===== src/rtl/spin_pkg.sv =====
// rtl/spin_pkg.sv - shared state, LFSR and energy-class definitions for spin_sweep
package spin_pkg;

  typedef enum logic [1:0] {IDLE, EVEN, ODD, FIN} state_e;

  localparam logic [31:0] LFSR_TAPS = 32'h8020_0003;

  // Energy change of flipping a site, keyed by how many neighbours agree with it.
  typedef enum logic [1:0] {DE_DOWN, DE_P4, DE_P8} de_class_e;

  function automatic de_class_e de_class(input logic [2:0] aligned);
    if (aligned == 3'd4) return DE_P8;
    if (aligned == 3'd3) return DE_P4;
    return DE_DOWN;
  endfunction

endpackage


===== src/rtl/spin_lfsr32.sv =====
// rtl/spin_lfsr32.sv - 32-bit Galois LFSR with seed load and per-visit advance
module spin_lfsr32
  import spin_pkg::*;
(
  input  logic        clk,
  input  logic        rst,
  input  logic        load,
  input  logic [31:0] seed,
  input  logic        advance,
  output logic [31:0] value
);

  logic [31:0] lfsr_q, lfsr_d;

  // An all-zero state would lock up, so a zero seed is promoted to 1.
  always_comb begin
    lfsr_d = lfsr_q;
    if (load) begin
      lfsr_d = (seed == 32'd0) ? 32'd1 : seed;
    end else if (advance) begin
      lfsr_d = (lfsr_q >> 1) ^ (lfsr_q[0] ? LFSR_TAPS : 32'd0);
    end
  end

  always_ff @(posedge clk or posedge rst) begin
    if (rst) lfsr_q <= 32'd1;
    else     lfsr_q <= lfsr_d;
  end

  assign value = lfsr_q;

endmodule


===== src/rtl/spin_sweep.sv =====
// rtl/spin_sweep.sv - checkerboard Metropolis sweep engine over a periodic 2D Ising lattice
module spin_sweep
  import spin_pkg::*;
#(
  parameter int W      = 8,
  parameter int H      = 8,
  parameter int RAND_W = 12
) (
  input  logic                          clk,
  input  logic                          rst,
  input  logic                          start,
  input  logic [15:0]                   num_sweeps,
  input  logic                          seed_load,
  input  logic [31:0]                   seed,
  input  logic                          init_up,
  input  logic [RAND_W:0]               thr4,
  input  logic [RAND_W:0]               thr8,
  input  logic [$clog2(W*H)-1:0]        rd_addr,
  output logic                          rd_spin,
  output logic                          busy,
  output logic                          done,
  output logic signed [$clog2(W*H)+1:0] mag,
  output logic [31:0]                   flips
);

  localparam int N  = W * H;
  localparam int AW = $clog2(N);
  localparam int XW = $clog2(W);
  localparam int YW = AW - XW;
  localparam int MW = AW + 2;
  localparam logic signed [MW-1:0] MAG_FULL = MW'(N);
  localparam logic signed [MW-1:0] MAG_STEP = MW'(2);
  localparam logic [XW-1:0] X_ONE = 1;
  localparam logic [YW-1:0] Y_ONE = 1;
  localparam logic [AW-2:0] K_ONE = 1;

  state_e               state_q, state_d;
  logic [N-1:0]         spin_q, spin_d;
  logic signed [MW-1:0] mag_q, mag_d;
  logic [31:0]          flips_q, flips_d;
  logic [15:0]          sweeps_q, sweeps_d;
  logic [AW-2:0]        k_q, k_d;
  logic [RAND_W:0]      thr4_q, thr4_d, thr8_q, thr8_d;

  logic [31:0]   lfsr_val;
  logic          lfsr_load;
  logic          visiting;
  logic          unused_lfsr_low;
  logic [XW-1:0] x;
  logic [YW-1:0] y;
  logic [AW-1:0] site;
  logic          cur;
  logic [2:0]    aligned;
  logic [RAND_W:0] rnd;
  logic          accept;

  spin_lfsr32 u_lfsr (
    .clk     (clk),
    .rst     (rst),
    .load    (lfsr_load),
    .seed    (seed),
    .advance (visiting),
    .value   (lfsr_val)
  );

  assign visiting = (state_q == EVEN) || (state_q == ODD);

  // k counts same-colour sites; the colour bit is the column LSB, so raster order is kept.
  assign y    = k_q[AW-2:XW-1];
  assign x    = {k_q[XW-2:0], y[0] ^ (state_q == ODD)};
  assign site = {y, x};
  assign cur  = spin_q[site];

  assign aligned = {2'b00, spin_q[{y, x + X_ONE}] == cur}
                 + {2'b00, spin_q[{y, x - X_ONE}] == cur}
                 + {2'b00, spin_q[{y + Y_ONE, x}] == cur}
                 + {2'b00, spin_q[{y - Y_ONE, x}] == cur};

  assign rnd             = {1'b0, lfsr_val[31 -: RAND_W]};
  assign unused_lfsr_low = ^lfsr_val[31-RAND_W:0];

  always_comb begin
    accept = 1'b1;
    case (de_class(aligned))
      DE_P8:   accept = rnd < thr8_q;
      DE_P4:   accept = rnd < thr4_q;
      default: accept = 1'b1;
    endcase
  end

  always_comb begin
    state_d   = state_q;
    spin_d    = spin_q;
    mag_d     = mag_q;
    flips_d   = flips_q;
    sweeps_d  = sweeps_q;
    k_d       = k_q;
    thr4_d    = thr4_q;
    thr8_d    = thr8_q;
    lfsr_load = 1'b0;
    done      = 1'b0;
    case (state_q)
      IDLE: begin
        lfsr_load = seed_load;
        if (init_up) begin
          spin_d = '1;
          mag_d  = MAG_FULL;
        end
        if (start) begin
          sweeps_d = num_sweeps;
          thr4_d   = thr4;
          thr8_d   = thr8;
          k_d      = '0;
          state_d  = (num_sweeps == 16'd0) ? FIN : EVEN;
        end
      end
      EVEN, ODD: begin
        if (accept) begin
          spin_d[site] = ~cur;
          mag_d        = cur ? (mag_q - MAG_STEP) : (mag_q + MAG_STEP);
          flips_d      = flips_q + 32'd1;
        end
        k_d = k_q + K_ONE;
        if (&k_q) begin
          if (state_q == EVEN) begin
            state_d = ODD;
          end else begin
            sweeps_d = sweeps_q - 16'd1;
            state_d  = (sweeps_q == 16'd1) ? FIN : EVEN;
          end
        end
      end
      FIN: begin
        done    = 1'b1;
        state_d = IDLE;
      end
      default: state_d = IDLE;
    endcase
  end

  always_ff @(posedge clk or posedge rst) begin
    if (rst) begin
      state_q  <= IDLE;
      spin_q   <= '1;
      mag_q    <= MAG_FULL;
      flips_q  <= 32'd0;
      sweeps_q <= 16'd0;
      k_q      <= '0;
      thr4_q   <= '0;
      thr8_q   <= '0;
    end else begin
      state_q  <= state_d;
      spin_q   <= spin_d;
      mag_q    <= mag_d;
      flips_q  <= flips_d;
      sweeps_q <= sweeps_d;
      k_q      <= k_d;
      thr4_q   <= thr4_d;
      thr8_q   <= thr8_d;
    end
  end

  assign busy    = visiting;
  assign rd_spin = spin_q[rd_addr];
  assign mag     = mag_q;
  assign flips   = flips_q;

endmodule


===== config.mk =====
export PLATFORM = sky130hd
export DESIGN_NAME = spin_sweep
export DESIGN_NICKNAME = d
export VERILOG_FILES = /design/src/rtl/spin_pkg.sv /design/src/rtl/spin_lfsr32.sv /design/src/rtl/spin_sweep.sv
export SDC_FILE = /design/constraint.sdc
export NUM_CORES = 1
export LEC_CHECK = 0
export ABC_AREA = 1
export CAP_MARGIN = 20
export CORE_UTILIZATION = 44
export DETAILED_ROUTE_END_ITERATION = 10
export PLACE_DENSITY = 0.69
export SLEW_MARGIN = 20
export SYNTH_ARGS = -nofsm -noshare
export SYNTH_HDL_FRONTEND = slang
export SYNTH_HIERARCHICAL = 1
export SYNTH_SLANG_ARGS = --single-unit

===== constraint.sdc =====
create_clock -name clk -period 7.1 [get_ports clk]
set_clock_uncertainty 0.15 [all_clocks]
set_input_delay 1.065 -clock clk [delete_from_list [all_inputs] [get_ports clk]]
set_output_delay 1.065 -clock clk [all_outputs]
set_load 0.02 [all_outputs]

==> results of run 1 <==
[cells by family after synthesis]
family,count (synthesis)
AO/OA/AOI/OAI,466
flip-flops,184
buffers and inverters,270
AND/OR/NAND/NOR,739
adder cells (fa/ha/maj),41
other,1
XOR/XNOR,49
[worst reg2reg max path, delay by kind of cell, from the launching register on]
kind	cells	cell delay [ns]
xor+xnor	1	0.27
simple gates	16	2.39
buf+inv	7	1.43
flops	1	0.40
compound gates	2	0.32
fa+ha+maj	4	1.21
[synthesized netlist by cell type, types with 5 or more instances]
| cell type | instances | area (sq um) |
|---|---|---|
| a21oi_1 | 152 | 761 |
| a221oi_1 | 9 | 78.8 |
| buf_2 | 21 | 105 |
| buf_6 | 10 | 113 |
| clkbuf_1 | 44 | 165 |
| clkinv_1 | 5 | 18.8 |
| dfrtp_1 | 118 | 2950 |
| dfstp_2 | 66 | 1730 |
| ha_1 | 40 | 500 |
| inv_1 | 176 | 661 |
| inv_2 | 6 | 22.5 |
| nand2_1 | 381 | 1430 |
| nand3_1 | 110 | 551 |
| nand4_1 | 16 | 100 |
| nor2_1 | 196 | 736 |
| nor3_1 | 14 | 70.1 |
| nor4_1 | 5 | 31.3 |
| o211ai_1 | 13 | 97.6 |
| o21ai_0 | 216 | 1080 |
| o21ai_1 | 42 | 210 |
| o22ai_1 | 8 | 50.1 |
| xnor2_1 | 20 | 175 |
| xor2_1 | 28 | 245 |
[metrics by stage]
step	hold slack [ns]	utilization	instances
after CTS	0.339	0.530	2217
after global routing	0.352	0.530	2217
after floorplan	0.299	-	1750
final	0.337	0.530	2217
after detailed placement	0.324	0.508	2185
after global placement	0.314	0.508	2185
[registers in the layout, summed over array words and instances, names as in the netlist]
name and cells:
spin_q 64, flips 32, u_lfsr/value 32, sweeps_q 16, thr4_q 13, thr8_q 13
mag 7, k_q 5, state_q 2
[per-layer routing]
metal,share of wire,global-route usage
met5,0,0
met1,0.43,0.360
met4,0.026,0.0854
met3,0.064,0.0415
met2,0.47,0.442
[final cells by class]
class | instances | share of cell area
well taps | 372 | 0.0322
multi-input cells | 1296 | 0.454
repair buffers | 146 | 0.0985
clock buffers | 18 | 0.0304
inverters | 187 | 0.0491
flip-flops and latches | 184 | 0.324
clock inverters | 14 | 0.0119
[layout by cell type, fill, tap and decap left out, types with 4 or more instances in the layout]
cell / n
inv_2: 6
dfrtp_1: 118
o21ai_1: 42
dfstp_2: 66
inv_1: 175
nor3_1: 14
o21ai_0: 216
o211ai_1: 13
ha_1: 39
a21oi_1: 152
o31ai_1: 4
nor2_1: 196
nor4_1: 5
xor2_1: 28
a221oi_1: 9
clkinv_1: 5
clkbuf_16: 17
buf_4: 19
clkinv_8: 6
o22ai_1: 8
nand2_1: 381
nand4_1: 16
clkdlybuf4s50_1: 126
xnor2_1: 20
nand3_1: 110
nand2_4: 4
nand2_2: 4
[worst max-delay path by stage]
| stage | startpoint | end | slack [ns] | cells after the start |
|---|---|---|---|---|
| 5_1_grt | state_q[0] | mag[4] | 0.51 | 29 |
| 6_report | state_q[0] | mag[6] | 0.89 | 30 |
| 2_1_floorplan | state_q[0] | mag[1] | 1.62 | 30 |
| 3_3_place_gp | state_q[0] | mag[6] | 1.09 | 30 |
| 3_5_place_dp | state_q[0] | mag[6] | 1.00 | 30 |
| 4_1_cts | state_q[0] | mag[6] | 0.94 | 30 |
==> flow_summary.toml, run 1 <==
[outcome]
status = "completed"

[synth]
async_flop_share = 1.00
synth_area_sq_um = 12400
synth-xor-area-share = 0.0353
ys_seq_area_frac = 0.379
synth_flop_cell = "dfrtp_1"
synth_top_family_by_area = "simple AND/OR/NAND/NOR gates"
syn_inst = 1750
yosys.area_share.adder = 0.0421
yosys_warnings = 6
synth-simple-area-share = 0.249
synthMuxAreaShare = 0
synth_cell_types = 50
synth-edff-count = 0
syn_nets = 1876
syn_avg_cell_area_sq_um = 7.06
synth_compound_gate_area_share = 0.202
ys_seq_elements = 184

[clock_tree]
cts_setup_buffers = 0
cts_root_buf = "clkbuf_16"
cts_tree = "yes"
clock_latency_ns = 0.45
cts_hold_buffers = 0
cts_buffers = 17
cts_htree_levels = 4
cts.reportedPaths.clkPinSlew_ns = 0.08
cts_resized = 0
numClockSinks = 184
clk_path_buf_depth = 2

[worst_hold_path]
worstHoldPathCells = 2
hold_end = "spin_q[20]"
hold_class = "reg -> reg"
min_from = "spin_q[20]"

[layout]
fin_area_sq_um = 14500
fill_cells = 2650
syn2layout_area_growth_pct = 16.9
diodes = 0
seqCellArea_sq_um = 4690
nNetsFinal = 1958
multi_input_area_sq_um = 6560
drive_gt1_frac = 0.0802

[place]
pre_cts_ws_ns = 1.00
post-dp-hpwl_um = 26000
dpl-instance-area_sq_um = 13800
gp_congestion = 0.963
port_buffers = 126

[sta]
layout_min_cycle_time_ns = 6.21
worst_pin_slew_ns = 0.986
max_freq_mhz = 161
min_period_over_period = 0.875
rsz0062_at_grt = "no"
slew_violations = 0
max_slew_margin = 0.343
hold_viol = 0
setup_viol = 0
finalSetupTns_ns = 0
postLayoutSetupSlackWorst_ns = 0.885

[drt]
wl_per_cell_um = 17.0
wl_um = 37700
dr.pass1.iters = 7
post_drt_via_cell_ratio = 5.51
route.vias.total = 12215
drtAntennaViolNets = 0
drt_iter0_markers = 1244
route.detailed.drc = 0

[worst_setup_path]
crit_buf_inv = 7
rr_endpoint = "mag[6]"
crit_top_cell = "nand2_1"
r2r_slack_ns = 0.89
reg2regPathDepth = 30
worst_path_max_delay_cell = "fa_1"
cp_data_required_time_ns = 7.34
critical_path_class = "reg -> reg"
regToRegStartpoint = "state_q[0]"
critPathLaunchType = "flop"
cp-end-kind = "flop"
cp_top_family = "simple AND/OR/NAND/NOR gates"
critPathMaxStageDelay_ns = 0.49
cp_max_fo = 38
arrival_ns = 6.45

[floorplanning]
core_area_sq_um = 27300
die_w_um = 170
start_util = 0.453
die-height_um = 170
io_pins = 128
dieArea_sq_um = 28800
rows = 60

[global_route]
antenna_found_initial = 1
grt_usage = 0.268
grt_overflow = 0
grt_pass1_vias = 11355
grt_pass1_wl_um = 60700
grt_max_degree = 111

[flow_run]
maxCapViolations = 0
Power of run 1 is not shown: default switching activity piles up to over one toggle a cycle in this logic, so the estimate is an artifact.
==> run 2: changes to the inputs <==
--- a/config.mk
+++ b/config.mk
@@ -5,11 +5,10 @@
 export SDC_FILE = /design/constraint.sdc
 export NUM_CORES = 1
 export LEC_CHECK = 0
-export ABC_AREA = 1
 export CAP_MARGIN = 20
 export CORE_UTILIZATION = 44
 export DETAILED_ROUTE_END_ITERATION = 10
-export PLACE_DENSITY = 0.69
+export PLACE_DENSITY = 0.7
 export SLEW_MARGIN = 20
 export SYNTH_ARGS = -nofsm -noshare
 export SYNTH_HDL_FRONTEND = slang
==> run 2 against run 1 <==
Compared with the run above:
- flip-flop and latch count unchanged
- maximum frequency decreased by 5.5%
- via count decreased by 15%
- register-to-register slack got worse by 0.36 ns
- critical endpoint is now spin_q[49]
- first-iteration DRC count decreased by 0.88%
- sequential share of layout area increased by 0.23 points
- final area decreased by 0.69%
==> flow_summary.toml, run 2 <==
[outcome]
status = "completed"

[layout]
final_common_cell = "a21oi_1"
fill_cells = 2472
final_cell_mix = "a21oi_1 (162), clkdlybuf4s50_1 (125), dfrtp_1 (117), o21ai_0 (110), nand2_1 (93)"
nNetsFinal = 1448
seqCellArea_sq_um = 4690
drive_gt1_frac = 0.172
largest_reg_flops = 64
top_register = "spin_q"
syn2layout_area_growth_pct = 18.2
multi_input_area_sq_um = 6970

[sta]
setup_viol = 0
hold_viol = 0
max_freq_mhz = 152
min_period_over_period = 0.926
max_slew_margin = 0.362
slew_violations = 0
worst_pin_slew_ns = 0.957
layout_min_cycle_time_ns = 6.58
rsz0062_at_grt = "no"
finalSetupTns_ns = 0

[worst_setup_path]
critical_path_class = "reg -> reg"
critPathMaxStageDelay_ns = 0.67
cp-end-kind = "flop"
arrival_ns = 6.79
crit_top_cell = "ha_1"
regToRegStartpoint = "state_q[0]"
cp_data_required_time_ns = 7.31
critPathLaunchType = "flop"
cp-startpoint = "state_q[0]"
cp_top_family = "adder cells"
crit_buf_inv = 3
rr_endpoint = "spin_q[49]"
worst_path_max_delay_cell = "nor3_2"
r2r_slack_ns = 0.52
cp_cell_sequence = "inv_1 > ha_1 > xnor2_4 > inv_2 > ha_1 > xor2_1 > buf_4 > mux4_2 > mux2i_1 > o22ai_1 > nor4_1 > xnor2_1 > fa_1 > ha_1 > ha_1 > nor2_1 > nand2_1 > a2111oi_0 > a21oi_1 > a21o_1 > nor3_2 > a21oi_1"
reg2regPathDepth = 22
cp_max_fo = 16

[synth]
syn_nets = 1356
yosys-top-cells-area = "dfrtp_1 (24%), dfstp_2 (14%), mux4_2 (8.3%)"
synth_area_sq_um = 12100
synth-edff-count = 0
synth_flop_cell = "dfrtp_1"
synth_cell_types = 70
ys_seq_area_frac = 0.386
ys_seq_elements = 184
synth_most_common_cell = "a21oi_1"
netlist.area_leader.share = 0.243
yosys_warnings = 6
syn_inst = 1230
synthTopCellsByCount = "a21oi_1 (163), dfrtp_1 (118), o21ai_0 (110), nand2_1 (94), mux2i_1 (84)"
async_flop_share = 1.00
syn_avg_cell_area_sq_um = 9.87
yosys.area.top_type = "dfrtp_1"

[floorplanning]
die-height_um = 168
start_util = 0.449
core_area_sq_um = 27000
die_w_um = 168
dieArea_sq_um = 28300
io_pins = 128
rows = 60

[clock_tree]
cts_setup_buffers = 0
cts_resized = 0
numClockSinks = 184
clk_path_buf_depth = 2
cts.reportedPaths.clkPinSlew_ns = 0.08
cts_root_buf = "clkbuf_16"
cts_tree = "yes"
clock_latency_ns = 0.46
cts_hold_buffers = 0
cts_htree_levels = 4
cts_buffers = 17

[worst_hold_path]
min_from = "flips[31]"
hold_class = "reg -> reg"
hold_end = "flips[31]"
worstHoldPathCells = 1

[global_route]
grt_pass1_wl_um = 56200
antenna_found_initial = 1
grt_overflow = 0
grt_usage = 0.253
grt_max_degree = 90
grt_pass1_vias = 10180

[drt]
wl_met2_um = 15400
post_drt_via_cell_ratio = 6.22
route.detailed.drc = 0
wl_per_cell_um = 20.8
highest_layer = "met4"
drtAntennaViolNets = 0
dr.pass1.iters = 5
drt_iter0_markers = 1233
wl_met3_um = 3390
route.vias.total = 10439
wl_met1_um = 15300
wl_um = 35000

[place]
port_buffers = 126
gp_congestion = 0.995
post-dp-hpwl_um = 24100

[flow_run]
maxCapViolations = 0
-- run 2: worst reg2reg max path, stage by stage, from the launching register on --
cell	delay, ns
dfrtp_1	0.40
inv_1	0.10
ha_1	0.27
xnor2_4	0.16
inv_2	0.25
ha_1	0.23
xor2_1	0.15
buf_4	0.28
mux4_2	0.35
mux2i_1	0.17
o22ai_1	0.14
nor4_1	0.64
xnor2_1	0.19
fa_1	0.52
ha_1	0.22
ha_1	0.29
nor2_1	0.11
nand2_1	0.07
a2111oi_0	0.39
a21oi_1	0.15
a21o_1	0.41
nor3_2	0.67
a21oi_1	0.17
-- run 2: metal layers --
metal  vias to the layer above  global-route usage
met5                         -                   0
met4                         0              0.0810
met3                        74              0.0759
met2                       490               0.380
met1                      5117               0.351
li1                       4758                   -
-- run 2: how the worst max path moves through the flow --
stage,slack [ns],end,cells after the start
final,0.52,spin_q[49],22
after global routing,0.18,spin_q[1],22
after CTS,0.70,spin_q[18],22
after detailed placement,0.73,spin_q[49],22
after global placement,0.82,spin_q[56],22
after floorplan,0.23,flips[13],25
-- run 2: cells by family (layout without fill, tap and decap cells) --
| family | count (synthesis) | in the layout | synth area share |
|---|---|---|---|
| xor+xnor | 43 | 43 | 0.0326 |
| fa+ha+maj | 41 | 41 | 0.0429 |
| simple gates | 312 | 312 | 0.142 |
| mux | 161 | 161 | 0.182 |
| flops | 184 | 184 | 0.386 |
| other cells | 1 | 2 | 0.000309 |
| compound gates | 366 | 366 | 0.170 |
| buf+inv | 122 | 227 | 0.0433 |
-- run 2: layout make-up --
| type | instances | area share |
|---|---|---|
| flip-flops and latches | 184 | 0.327 |
| clock buffers | 17 | 0.0296 |
| clock inverters | 15 | 0.0131 |
| multi-input cells | 924 | 0.486 |
| diodes | 1 | 0.000174 |
| repair buffers | 154 | 0.104 |
| well taps | 341 | 0.0297 |
| inverters | 41 | 0.0111 |
-- run 2: per-stage QoR --
stage | area [sq um] | std cells | hold slack [ns] | setup WS (ns) | utilization
floorplan | 12100 | 1230 | 0.329 | 0.229 | -
global placement | 13700 | 1644 | 0.319 | 0.822 | 0.508
detailed placement | 13700 | 1644 | 0.318 | 0.727 | 0.508
CTS | 14400 | 1676 | 0.338 | 0.696 | 0.531
global route | 14400 | 1677 | 0.346 | 0.176 | 0.531
finish | 14400 | 1677 | 0.335 | 0.523 | 0.531
Power of run 2 is left out for the same reason.
==> run 3: changes to the inputs <==
--- a/config.mk
+++ b/config.mk
@@ -6,8 +6,10 @@
 export NUM_CORES = 1
 export LEC_CHECK = 0
 export CAP_MARGIN = 20
+export CORE_MARGIN = 2
 export CORE_UTILIZATION = 44
 export DETAILED_ROUTE_END_ITERATION = 10
+export GPL_TIMING_DRIVEN = 0
 export PLACE_DENSITY = 0.7
 export SLEW_MARGIN = 20
 export SYNTH_ARGS = -nofsm -noshare
==> run 3 against run 2 <==
Compared with the run above:
- worst hold slack improved by 0.012 ns
- final area increased by 3.7%
- via count increased by 5.6%
- count of clock-buffer cells in the layout increased by 1
- critical endpoint is now spin_q[39]
==> flow_summary.toml, run 3 (synthesis results as in run 2) <==
[worst_setup_path]
cp_max_fo = 10
cp_cell_sequence = "inv_1 > ha_1 > xnor2_4 > inv_2 > clkbuf_4 > buf_4 > ha_1 > xor2_4 > buf_4 > mux4_2 > mux2i_1 > o22ai_1 > nor4_2 > xnor2_1 > fa_1 > ha_1 > ha_1 > nor2_1 > nand2_1 > a2111oi_4 > a21oi_4 > a21o_1 > nor3_4 > a21oi_1"
critical_path_class = "reg -> reg"
cp_data_required_time_ns = 7.28
critPathLaunchType = "flop"
crit_top_cell = "ha_1"
worst_path_max_delay_cell = "nor3_4"
cp-end-kind = "flop"
reg2regPathDepth = 24
arrival_ns = 7.06
critPathMaxStageDelay_ns = 0.63

[sta]
max_slew_margin = 0.327
postLayoutSetupSlackWorst_ns = 0.218
max_freq_mhz = 145
setup_viol = 0
layout_min_cycle_time_ns = 6.88
worst_pin_slew_ns = 1.01
slew_violations = 0
hold_viol = 0
min_period_over_period = 0.969

[worst_hold_path]
worstHoldPathCells = 1
hold_class = "reg -> reg"

[global_route]
grt_usage = 0.277
grt_max_degree = 90
grt_pass1_vias = 10751
grt_pass1_wl_um = 62100
antenna_found_initial = 0
grt_overflow = 0

[floorplanning]
dieArea_sq_um = 28900
rows = 60
core_area_sq_um = 27000
io_pins = 128
die_w_um = 170
start_util = 0.449
die-height_um = 170

[layout]
syn2layout_area_growth_pct = 22.6
final_common_cell = "a21oi_1"
final_cell_mix = "a21oi_1 (162), clkdlybuf4s50_1 (124), dfrtp_1 (118), o21ai_0 (110), nand2_1 (94)"
drive_gt1_frac = 0.191
top_register = "spin_q"
largest_reg_flops = 64
nNetsFinal = 1522

[drt]
route.detailed.drc = 0
drtAntennaViolNets = 0
drt_iter0_markers = 1245
route.vias.total = 11022
wl_per_cell_um = 22.5
dr.pass1.iters = 5
wl_um = 39400
post_drt_via_cell_ratio = 6.29

[place]
port_buffers = 124
pre_cts_ws_ns = -2.13
gp_congestion = 0.998
post-dp-hpwl_um = 28000

[clock_tree]
cts_tree = "yes"
cts_htree_levels = 4
clock_latency_ns = 0.44
numClockSinks = 184
cts_root_buf = "clkbuf_16"
cts_buffers = 17
cts.reportedPaths.clkPinSlew_ns = 0.08
clk_path_buf_depth = 2

[flow_run]
maxCapViolations = 0

[outcome]
status = "completed"
[run 3: worst paths after layout]
kind | from | endpoint | slack (ns)
setup reg to reg | state_q[0] | spin_q[39] | 0.22
setup / recovery | state_q[0] | spin_q[39] | 0.22
max in group asynchronous | rst | spin_q[10] | 5.03
hold / removal | flips[7] | flips[7] | 0.35
min in group asynchronous | rst | flips[0] | 0.93
hold reg to reg | flips[7] | flips[7] | 0.35
[run 3: cell type report]
type                            instances  area [sq um]
Buffer                                 80           410
Fill cell                            2405         12100
Antenna cell                            1          2.50
Timing Repair Buffer                  148          1480
Clock inverter                         14           175
Tap cell                              341           427
Clock buffer                           18           429
Inverter                               41           161
Sequential cell                       184          4690
Multi-Input combinational cell        924          7110
[run 3: per-layer routing]
| metal | track usage | part of all wire | vias to the layer above |
|---|---|---|---|
| met1 | 0.389 | 0.43 | 5440 |
| met5 | 0 | 0 | - |
| met2 | 0.416 | 0.44 | 590 |
| li1 | - | - | 4919 |
| met4 | 0.0899 | 0.030 | 0 |
| met3 | 0.0728 | 0.10 | 73 |
[run 3: what timing repair did]
action	in CTS	in global routing
resized for setup	31	30
pin swaps	10	1
hold buffers	0	0
hold endpoints to repair	0	0
setup endpoints to repair	103	100
buffers inserted	17	5
[run 3: through the flow]
| step | hold slack (ns) | TNS [ns] | area (sq um) | util | cells |
|---|---|---|---|---|---|
| finish | 0.347 | 0 | 14900 | 0.551 | 1751 |
| global route | 0.365 | -0.0199 | 14900 | 0.551 | 1750 |
| CTS | 0.346 | 0 | 14800 | 0.547 | 1746 |
| detailed placement | 0.330 | -173.23 | 13900 | 0.514 | 1697 |
| global placement | 0.328 | -210.45 | 13800 | 0.511 | 1695 |
| floorplan | 0.329 | 0 | 12100 | - | 1230 |
[run 3: worst max-delay path, delay by kind of cell, from the launching register on]
family                   cells  cell delay (ns)
AND/OR/NAND/NOR              4             1.26
multiplexers                 2             0.61
flip-flops                   1             0.41
XOR/XNOR                     3             0.59
AO/OA/AOI/OAI                5             1.14
buffers and inverters        5             1.05
adder cells (fa/ha/maj)      5             1.53
Power of run 3 is left out for the same reason.
